$ cat config.mk
export PLATFORM = sky130hd
export DESIGN_NAME = fetch_control_flat
export DESIGN_NICKNAME = d
export VERILOG_FILES = /design/src/rtl/fetch_control_if.sv /design/src/rtl/fetch_control.sv /design/src/flat_wrapper.sv
export SDC_FILE = /design/constraint.sdc
export NUM_CORES = 1
export LEC_CHECK = 0
export CORE_MARGIN = 1
export CORE_UTILIZATION = 40
export DETAILED_ROUTE_END_ITERATION = 10
export HOLD_SLACK_MARGIN = 0.03
export PLACE_DENSITY = 0.78
export REMOVE_ABC_BUFFERS = 1
export SKIP_CTS_REPAIR_TIMING = 1
export SLEW_MARGIN = 20
export SYNTH_ARGS = -nofsm -noshare
export SYNTH_HDL_FRONTEND = slang
export SYNTH_SLANG_ARGS = --single-unit
$ cat constraint.sdc
create_clock -name clk -period 2.3 [get_ports clk]
set_input_delay 0.46 -clock clk [delete_from_list [all_inputs] [get_ports clk]]
set_output_delay 0.46 -clock clk [all_outputs]
set_load 0.005 [all_outputs]
$ cat src/rtl/fetch_control_if.sv
`default_nettype none
// ============================================================================
//  Module   : fetch_control_if
//  Purpose  : Bundles the fetch-stage control signals exchanged between the
//             fetch sequencer (slave side) and its surroundings: hazard unit,
//             MEM-stage branch resolution, instruction memory and IF/ID
//             register (master side).
//  Signals  : stall, branch_taken, branch_target, imem_ready   -> sequencer
//             pc, pc_plus4, PCSrc, pc_write, if_id_write,
//             if_id_flush, fetch_valid, misalign_err           <- sequencer
//  Revision : 1.0 - initial release
// ============================================================================
interface fetch_control_if;
  // Requests into the sequencer
  logic        stall;
  logic        branch_taken;
  logic [31:0] branch_target;
  logic        imem_ready;

  // Sequencer results
  logic [31:0] pc;
  logic [31:0] pc_plus4;
  logic        PCSrc;
  logic        pc_write;
  logic        if_id_write;
  logic        if_id_flush;
  logic        fetch_valid;
  logic        misalign_err;

  // Pipeline / hazard side: drives requests, observes the sequencer
  modport master (
    output stall, branch_taken, branch_target, imem_ready,
    input  pc, pc_plus4, PCSrc, pc_write, if_id_write, if_id_flush,
           fetch_valid, misalign_err
  );

  // Sequencer side
  modport slave (
    input  stall, branch_taken, branch_target, imem_ready,
    output pc, pc_plus4, PCSrc, pc_write, if_id_write, if_id_flush,
           fetch_valid, misalign_err
  );
endinterface
`default_nettype wire

$ cat src/rtl/fetch_control.sv
`default_nettype none
// ============================================================================
//  Module   : fetch_control
//  Purpose  : Instruction-fetch sequencer. Owns the program counter and
//             drives the fetch-mux select and write enables. Arbitrates
//             branch redirects (highest priority), hazard stalls and
//             instruction-memory wait states, and inserts FLUSH_CYCLES
//             bubble cycles after every taken branch.
//  Params   : RESET_PC     - PC loaded on reset
//             FLUSH_CYCLES - bubble cycles after a redirect (0..7)
//  Ports    : clk   - rising-edge clock
//             reset - asynchronous, active-high reset
//             bus   - fetch_control_if.slave (requests in, PC/control out)
//  Revision : 1.0 - initial release
// ============================================================================
module fetch_control #(
  parameter logic [31:0] RESET_PC     = 32'h0000_0000,
  parameter int unsigned FLUSH_CYCLES = 1
) (
  input  wire logic             clk,
  input  wire logic             reset,
  fetch_control_if.slave        bus
);

  typedef enum logic [1:0] {
    RST_WAIT = 2'd0,
    FETCH    = 2'd1,
    FLUSH    = 2'd2
  } state_t;

  localparam logic [2:0] FLUSH_LOAD = 3'(FLUSH_CYCLES);

  state_t      state_q, state_d;
  logic [2:0]  cnt_q,   cnt_d;
  logic [31:0] pc_q,    pc_d;
  // Last driven fetch_valid, so a stall can hold it
  logic        fv_q,    fv_d;
  logic        mis_q,   mis_d;

  logic        redirect;
  logic        pcsrc;
  logic        pc_write;
  logic        if_id_write;
  logic        if_id_flush;
  logic        fetch_valid;
  logic [31:0] pc_plus4;
  logic [31:0] target_aligned;

  assign pc_plus4       = pc_q + 32'd4;   // wraps naturally at 2^32
  assign target_aligned = {bus.branch_target[31:2], 2'b00};

  // --------------------------------------------------------------------------
  // Next-state and output decode
  // --------------------------------------------------------------------------
  always_comb begin
    state_d     = state_q;
    cnt_d       = cnt_q;
    redirect    = 1'b0;
    pcsrc       = 1'b0;
    pc_write    = 1'b0;
    if_id_write = 1'b0;
    if_id_flush = 1'b0;
    fetch_valid = 1'b0;

    case (state_q)
      RST_WAIT: begin
        // Branch requests are ignored while the pipeline comes out of reset
        state_d = FETCH;
      end

      FETCH: begin
        if (bus.branch_taken) begin
          redirect = 1'b1;
        end else if (bus.stall) begin
          fetch_valid = fv_q;
        end else if (!bus.imem_ready) begin
          if_id_write = 1'b1;       // load a bubble while memory waits
        end else begin
          pc_write    = 1'b1;
          if_id_write = 1'b1;
          fetch_valid = 1'b1;
        end
      end

      FLUSH: begin
        if (bus.branch_taken) begin
          redirect = 1'b1;
        end else begin
          // Stall is deliberately not looked at: bubbles are inserted anyway
          if_id_write = 1'b1;
          if_id_flush = 1'b1;
          if (cnt_q <= 3'd1) begin
            state_d = FETCH;
            cnt_d   = 3'd0;
          end else begin
            cnt_d   = cnt_q - 3'd1;
          end
        end
      end

      default: begin
        state_d = RST_WAIT;
        cnt_d   = 3'd0;
      end
    endcase

    // A redirect overrides stall and memory wait from either live state
    if (redirect) begin
      pcsrc       = 1'b1;
      pc_write    = 1'b1;
      if_id_write = 1'b1;
      if_id_flush = 1'b1;
      fetch_valid = 1'b0;
      if (FLUSH_CYCLES > 0) begin
        state_d = FLUSH;
        cnt_d   = FLUSH_LOAD;
      end else begin
        state_d = FETCH;
        cnt_d   = 3'd0;
      end
    end
  end

  always_comb begin
    pc_d = pc_q;
    if (pc_write) begin
      pc_d = pcsrc ? target_aligned : pc_plus4;
    end
  end

  assign fv_d  = fetch_valid;
  assign mis_d = mis_q | (redirect & (|bus.branch_target[1:0]));

  // --------------------------------------------------------------------------
  // State registers
  // --------------------------------------------------------------------------
  always_ff @(posedge clk or posedge reset) begin
    if (reset) begin
      state_q <= RST_WAIT;
      cnt_q   <= 3'd0;
      pc_q    <= RESET_PC;
      fv_q    <= 1'b0;
      mis_q   <= 1'b0;
    end else begin
      state_q <= state_d;
      cnt_q   <= cnt_d;
      pc_q    <= pc_d;
      fv_q    <= fv_d;
      mis_q   <= mis_d;
    end
  end

  // --------------------------------------------------------------------------
  // Outputs
  // --------------------------------------------------------------------------
  assign bus.pc           = pc_q;
  assign bus.pc_plus4     = pc_plus4;
  assign bus.PCSrc        = pcsrc;
  assign bus.pc_write     = pc_write;
  assign bus.if_id_write  = if_id_write;
  assign bus.if_id_flush  = if_id_flush;
  assign bus.fetch_valid  = fetch_valid;
  assign bus.misalign_err = mis_q;

endmodule
`default_nettype wire

$ cat src/flat_wrapper.sv
// flat-port wrapper written by rule: the top's interface ports become plain ports
module fetch_control_flat 
#(
  parameter logic [31:0] RESET_PC     = 32'h0000_0000,
  parameter int unsigned FLUSH_CYCLES = 1
)
  (clk, reset, bus_stall, bus_branch_taken, bus_branch_target, bus_imem_ready, bus_pc, bus_pc_plus4, bus_PCSrc, bus_pc_write, bus_if_id_write, bus_if_id_flush, bus_fetch_valid, bus_misalign_err);
  fetch_control_if bus_i ();
  input  wire logic clk;
  input  wire logic reset;
  input wire logic [$bits(bus_i.stall)-1:0] bus_stall;
  input wire logic [$bits(bus_i.branch_taken)-1:0] bus_branch_taken;
  input wire logic [$bits(bus_i.branch_target)-1:0] bus_branch_target;
  input wire logic [$bits(bus_i.imem_ready)-1:0] bus_imem_ready;
  output wire logic [$bits(bus_i.pc)-1:0] bus_pc;
  output wire logic [$bits(bus_i.pc_plus4)-1:0] bus_pc_plus4;
  output wire logic [$bits(bus_i.PCSrc)-1:0] bus_PCSrc;
  output wire logic [$bits(bus_i.pc_write)-1:0] bus_pc_write;
  output wire logic [$bits(bus_i.if_id_write)-1:0] bus_if_id_write;
  output wire logic [$bits(bus_i.if_id_flush)-1:0] bus_if_id_flush;
  output wire logic [$bits(bus_i.fetch_valid)-1:0] bus_fetch_valid;
  output wire logic [$bits(bus_i.misalign_err)-1:0] bus_misalign_err;
  assign bus_i.stall = bus_stall;
  assign bus_i.branch_taken = bus_branch_taken;
  assign bus_i.branch_target = bus_branch_target;
  assign bus_i.imem_ready = bus_imem_ready;
  assign bus_pc = bus_i.pc;
  assign bus_pc_plus4 = bus_i.pc_plus4;
  assign bus_PCSrc = bus_i.PCSrc;
  assign bus_pc_write = bus_i.pc_write;
  assign bus_if_id_write = bus_i.if_id_write;
  assign bus_if_id_flush = bus_i.if_id_flush;
  assign bus_fetch_valid = bus_i.fetch_valid;
  assign bus_misalign_err = bus_i.misalign_err;
  fetch_control #(.RESET_PC(RESET_PC), .FLUSH_CYCLES(FLUSH_CYCLES)) u_core (.clk(clk), .reset(reset), .bus(bus_i));
endmodule
# Word-level counts from Yosys, hierarchy flattened
# Index checks and enable logic that the tools add are counted.
[totals] reg_bits=39 latchBits=0 ram_bits=0 mem_bits_ro=0 in_bits=37 out_inout_bits=70 word_cells=50 mem_count=0
[classes] add_sub_neg=2 mul=0 n_div=0 order_cmp=1 eq_ne=6 n_shift=0 muxes=28 n_bitwise=2 n_reduce_logical=6
[ops] op="adder 32 x 3 -> 32 bit, second input constant" n=1
[ops] op="two-way mux 32 bit" n=1
[ops] op="two-way mux 1 bit" n=18
[ops] op="two-way mux 3 bit" n=3
[ops] op="two-way mux 2 bit" n=3
[ops] op="case mux 2 bit (3 select lines)" n=1
[ops] op="case mux 3 bit (2 select lines)" n=1
[ops] op="OR reduction 2 bit" n=3
[ops] op="inequality test 2 x 1 -> 1 bit, second input constant" n=2
[ops] op="<= comparator 3 x 1 -> 1 bit, second input constant" n=1
[ops] op="inequality test 3 x 1 -> 1 bit, second input constant" n=1
[ops] op="inequality test 3 x 2 -> 1 bit, second input constant" n=1
[ops] op="AND reduction 3 bit" n=1
[ops] op="subtractor 3 x 1 -> 3 bit, second input constant" n=1
[ops] op="equality test 2 x 1 -> 1 bit, second input constant" n=1
[ops] op="equality test 2 bit, second input constant" n=1
[ops] op="logical NOT 2 bit" n=1
[ops] op="case mux 1 bit (2 select lines)" n=1
[ops] op="AND reduction 2 bit" n=1
[ops] op="bitwise AND 1 bit" n=1
[ops] op="bitwise OR 1 bit" n=1

# Logic depth before layout (Yosys ltp)
[depth] word_depth=5 mapped_depth=10 depth_no_buf=9

# Least setup slack after synthesis
# OpenSTA, ideal clock, no wires.
[synth_path] kind="reg-to-output" startpoint="reg u_core.pc_q[3], in the netlist u_core.bus.pc[3]" endpoint="out bus_pc_plus4[30]" arrival_ns=1.927 t_required_ns=1.840 setup_slack_ns=-0.087 path_stages_with_launch=8 n_path_buf=1 path_cell_list="dfrtp_1 > ha_1 > nand4_4 > or4_1 > clkbuf_1 > nor2_1 > nand2_1 > xnor2_1"
[synth_between] elab_chain_cells=1
[synth_rtl] element="start: declaration" line_no="fetch_control.sv:35" rtl="logic [31:0] pc_q, pc_d;"
[synth_rtl] element="start signal: assignment" line_no="fetch_control.sv:147" rtl="pc_q <= pc_d;"
[synth_rtl] element="adder 32 x 3 -> 32 bit" line_no="fetch_control.sv:49" rtl="assign pc_plus4 = pc_q + 32'd4;"
[synth_rtl] element="end: declaration" line_no="flat_wrapper.sv:16" rtl="output wire logic [$bits(bus_i.pc_plus4)-1:0] bus_pc_plus4;"
# Every way passes these cells.

# Final worst setup path
[layout_path] startpoint="reg u_core.pc_q[10], in the netlist u_core.bus.pc[10]" endpoint="out bus_pc_plus4[15]"
# Same word-level chain as after synthesis.

==> impl_metrics.tcl <==
set metrics [dict create \
    reg2reg_to "u_core.bus.pc[26]$_DFFE_PP0P_" \
    wirelength_um 10400 \
    async_flop_share_pct 100.0 \
    avgSynthCellArea_um2 8.632 \
    crit_path_start_kind "flop" \
    routed-via-count 3258 \
    cts-buffers-inserted 5 \
    reg2reg_setup_slack_ps 60 \
    cp.arrival_ps 2170 \
    crit_end "bus_pc_plus4[15]" \
    slowest_delay_ps 410 \
    synth_edf_count 0 \
    setup_viol 19 \
    htree_levels 2 \
    crit_type "flop to output port" \
    cts.sinks 37 \
    violations "setup timing" \
    pin_count 107 \
    ys_warn_count 0 \
    dp_hpwl_um 6283 \
    critical_path_required_ps 1840 \
    core.rowCount 29 \
    power_switching_share_pct 41.20 \
    cp_cell_sequence "buf_6 -> nand4_1 -> buf_4 -> nor4_4 -> buf_4 -> buf_6 -> buf_6 -> nand3_4 -> xnor2_2 -> buf_2" \
    core_area_mm2 0.006386 \
    clkPwrFrac_pct 8.1 \
    num-nets-final 548 \
    place_area_mm2 0.004156 \
    min_from "u_core.bus.misalign_err$_DFF_PP0_" \
    design.die.area_mm2 0.006977 \
    path_clk_slew_ps 70 \
    insertedDiodeCount 0 \
    grt_pass1_wl_um 13390 \
    ys_ff_latch 37 \
    grt_max_degree 38 \
    worst_pin_slew_ps 500.7 \
    internal_power_w 0.003372 \
    cp_slowest_cell "dfrtp_1" \
    min_period_ps 2632 \
    seqPwrFrac_pct 21.5 \
    port_buffers 102 \
    end_kind "output port" \
    drtPass1Iterations 4 \
    crit_buf_inv 6 \
    grt.total_usage_pct 23.71 \
    synth.most_common_cell "nand2_1" \
    maxSlewHeadroom_pct 66.62 \
    power.switching_w 0.002362 \
    grt_pass1_vias 2803 \
    power_density_mw_per_mm2 1186 \
    drive_gt1_share_pct 35.97 \
    chipWidth_um 83.53 \
    synth_commonest_cells "nand2_1 (44), dfrtp_1 (37), o21ai_0 (23), xor2_1 (23), nor2_1 (21)" \
    hold-worst-slack_ps 506.5 \
    rr_startpoint "u_core.state_q[1]$_DFFE_PP0P_" \
    p_comb_share_pct 70.4 \
    syn_area_mm2 0.002659 \
    hp-class "flop to flop" \
    via_per_inst 5.588 \
    synth-seq-area-share_pct 34.82 \
    antenna_found_initial 0 \
    grt-ovfl-total 0 \
    cts_tree "built" \
    crit_cells 10 \
    root_buffer "clkbuf_8" \
    ir_worst_vdd_v 0.0007204 \
    finalCritPeriodShare_pct 114.4 \
    startpoint "u_core.bus.pc[10]$_DFFE_PP0P_" \
    fin_area_mm2 0.004836 \
    synth_top_area_share_pct 34.82 \
    clock_latency_ps 310 \
    cpMostUsedCell "buf_6" \
    postSynthCellCount 308 \
    first_iter_violations 206 \
    drc 0 \
    yosysTopAreaCell "dfrtp_1" \
    skew_ps 6.803 \
    status "finished, violations left" \
    area_growth_pct 81.88 \
    timing.final.ws_setup_ps -331.7 \
    reg2reg_depth 8 \
    gp_congestion 0.8458 \
    clock_path_buffers 2 \
    cp_max_fo 4 \
    slew_violations 0 \
    die_h_um 83.53 \
    routedWlPerCell_um 17.83 \
    ys_types 55 \
    hold_viol_final 0 \
    fmax_ghz 0.3800 \
    setup_tns_ps -3863 \
    synthTopCellsByArea "dfrtp_1 (35%), xor2_1 (7.6%), xnor2_1 (6.3%)" \
    drv_cap 0 \
    ant_nets 0 \
    leakagePower_nw 2.334 \
    n_fill_cell 433 \
    rsz0062_at_grt "yes" \
    critPathTopFamily "buffers and inverters" \
    ys.flop_type "dfrtp_1" \
    initial_core_util_pct 41.63 \
]
-- logic make-up after synthesis --
group,Yosys count,share of synthesized area [%]
AND/OR/NAND/NOR,128,26.59
AO/OA/AOI/OAI,59,14.54
XOR/XNOR,42,13.84
flip-flops,37,34.82
buffers and inverters,34,6.870
adder cells (fa/ha/maj),6,2.823
other,1,0.1410
multiplexers,1,0.3765
-- final cells by class --
| type | instances | area [um^2] | area share, % |
|---|---|---|---|
| flip-flops and latches | 37 | 925.9 | 19.15 |
| inverters | 11 | 41.29 | 0.8538 |
| clock buffers | 8 | 80.08 | 1.656 |
| repair buffers | 210 | 1873 | 38.73 |
| multi-input cells | 240 | 1819 | 37.62 |
| well taps | 77 | 96.34 | 1.992 |
-- cell usage in the layout, fill, tap and decap left out, drive strengths merged, types with 16 or more instances in the layout --
master         Yosys  final
o21ai             23     23
nand2             44     44
xnor2             19     19
nand3             17     17
xor2              23     23
buf               13    125
clkdlybuf4s50      0     68
dfrtp             37     37
dlymetal6s2s       0     16
nor2              21     21
-- layer usage --
layer / global-route usage [%] / wire (um) / part of all wire [%]
met3: 5.440 / 797 / 7.7
met2: 39.42 / 5296 / 51
met4: 7.550 / 367 / 3.5
met5: 0 / 0 / 0
met1: 30.66 / 3935 / 38
-- registers in the layout, summed over array words and instances (netlist names) --
name / cells
u_core.cnt_q: 3
u_core.bus.pc: 30
u_core.bus.misalign_err: 1
u_core.fv_q: 1
u_core.state_q: 2
-- worst register-to-register path, delay by kind of cell (launching register included) --
family | cells | cell delay (ps)
adders and majority gates | 1 | 190
DFF | 1 | 410
AOI/OAI and AO/OA | 1 | 190
buffers and inverters | 2 | 290
and+or+nand+nor | 4 | 1060
-- power by group through the flow --
stage                     combinational (W)  sequential, W  clock, W
final                               0.00403        0.00124  0.000464
after global routing                0.00429        0.00126  0.000498
after CTS                           0.00357        0.00118  0.000455
after detailed placement            0.00356        0.00119         0
after global placement              0.00348        0.00118         0
after floorplan                     0.00120        0.00141         0
-- how the worst min path moves through the flow --
stage | to | slack [ps] | cells past startpoint
2_1_floorplan | u_core.cnt_q[2]$_DFFE_PP0P_ | 470 | 1
6_report | u_core.bus.misalign_err$_DFF_PP0_ | 510 | 1
4_1_cts | u_core.bus.misalign_err$_DFF_PP0_ | 510 | 1
5_1_grt | u_core.bus.misalign_err$_DFF_PP0_ | 550 | 1
3_3_place_gp | u_core.bus.misalign_err$_DFF_PP0_ | 460 | 1
3_5_place_dp | u_core.bus.misalign_err$_DFF_PP0_ | 490 | 1
-- through the flow --
| step | std cells | worst slack, ps | total power [W] | utilization, % |
|---|---|---|---|---|
| after floorplan | 288 | -186.0 | 0.002610 | - |
| after global placement | 535 | -394.2 | 0.004653 | 65.09 |
| after detailed placement | 535 | -428.1 | 0.004749 | 65.09 |
| after CTS | 543 | -754.3 | 0.005211 | 66.34 |
| after global routing | 583 | -418.0 | 0.006047 | 75.72 |
| final | 583 | -331.7 | 0.005734 | 75.72 |
Power figures use the tool's default switching activity.
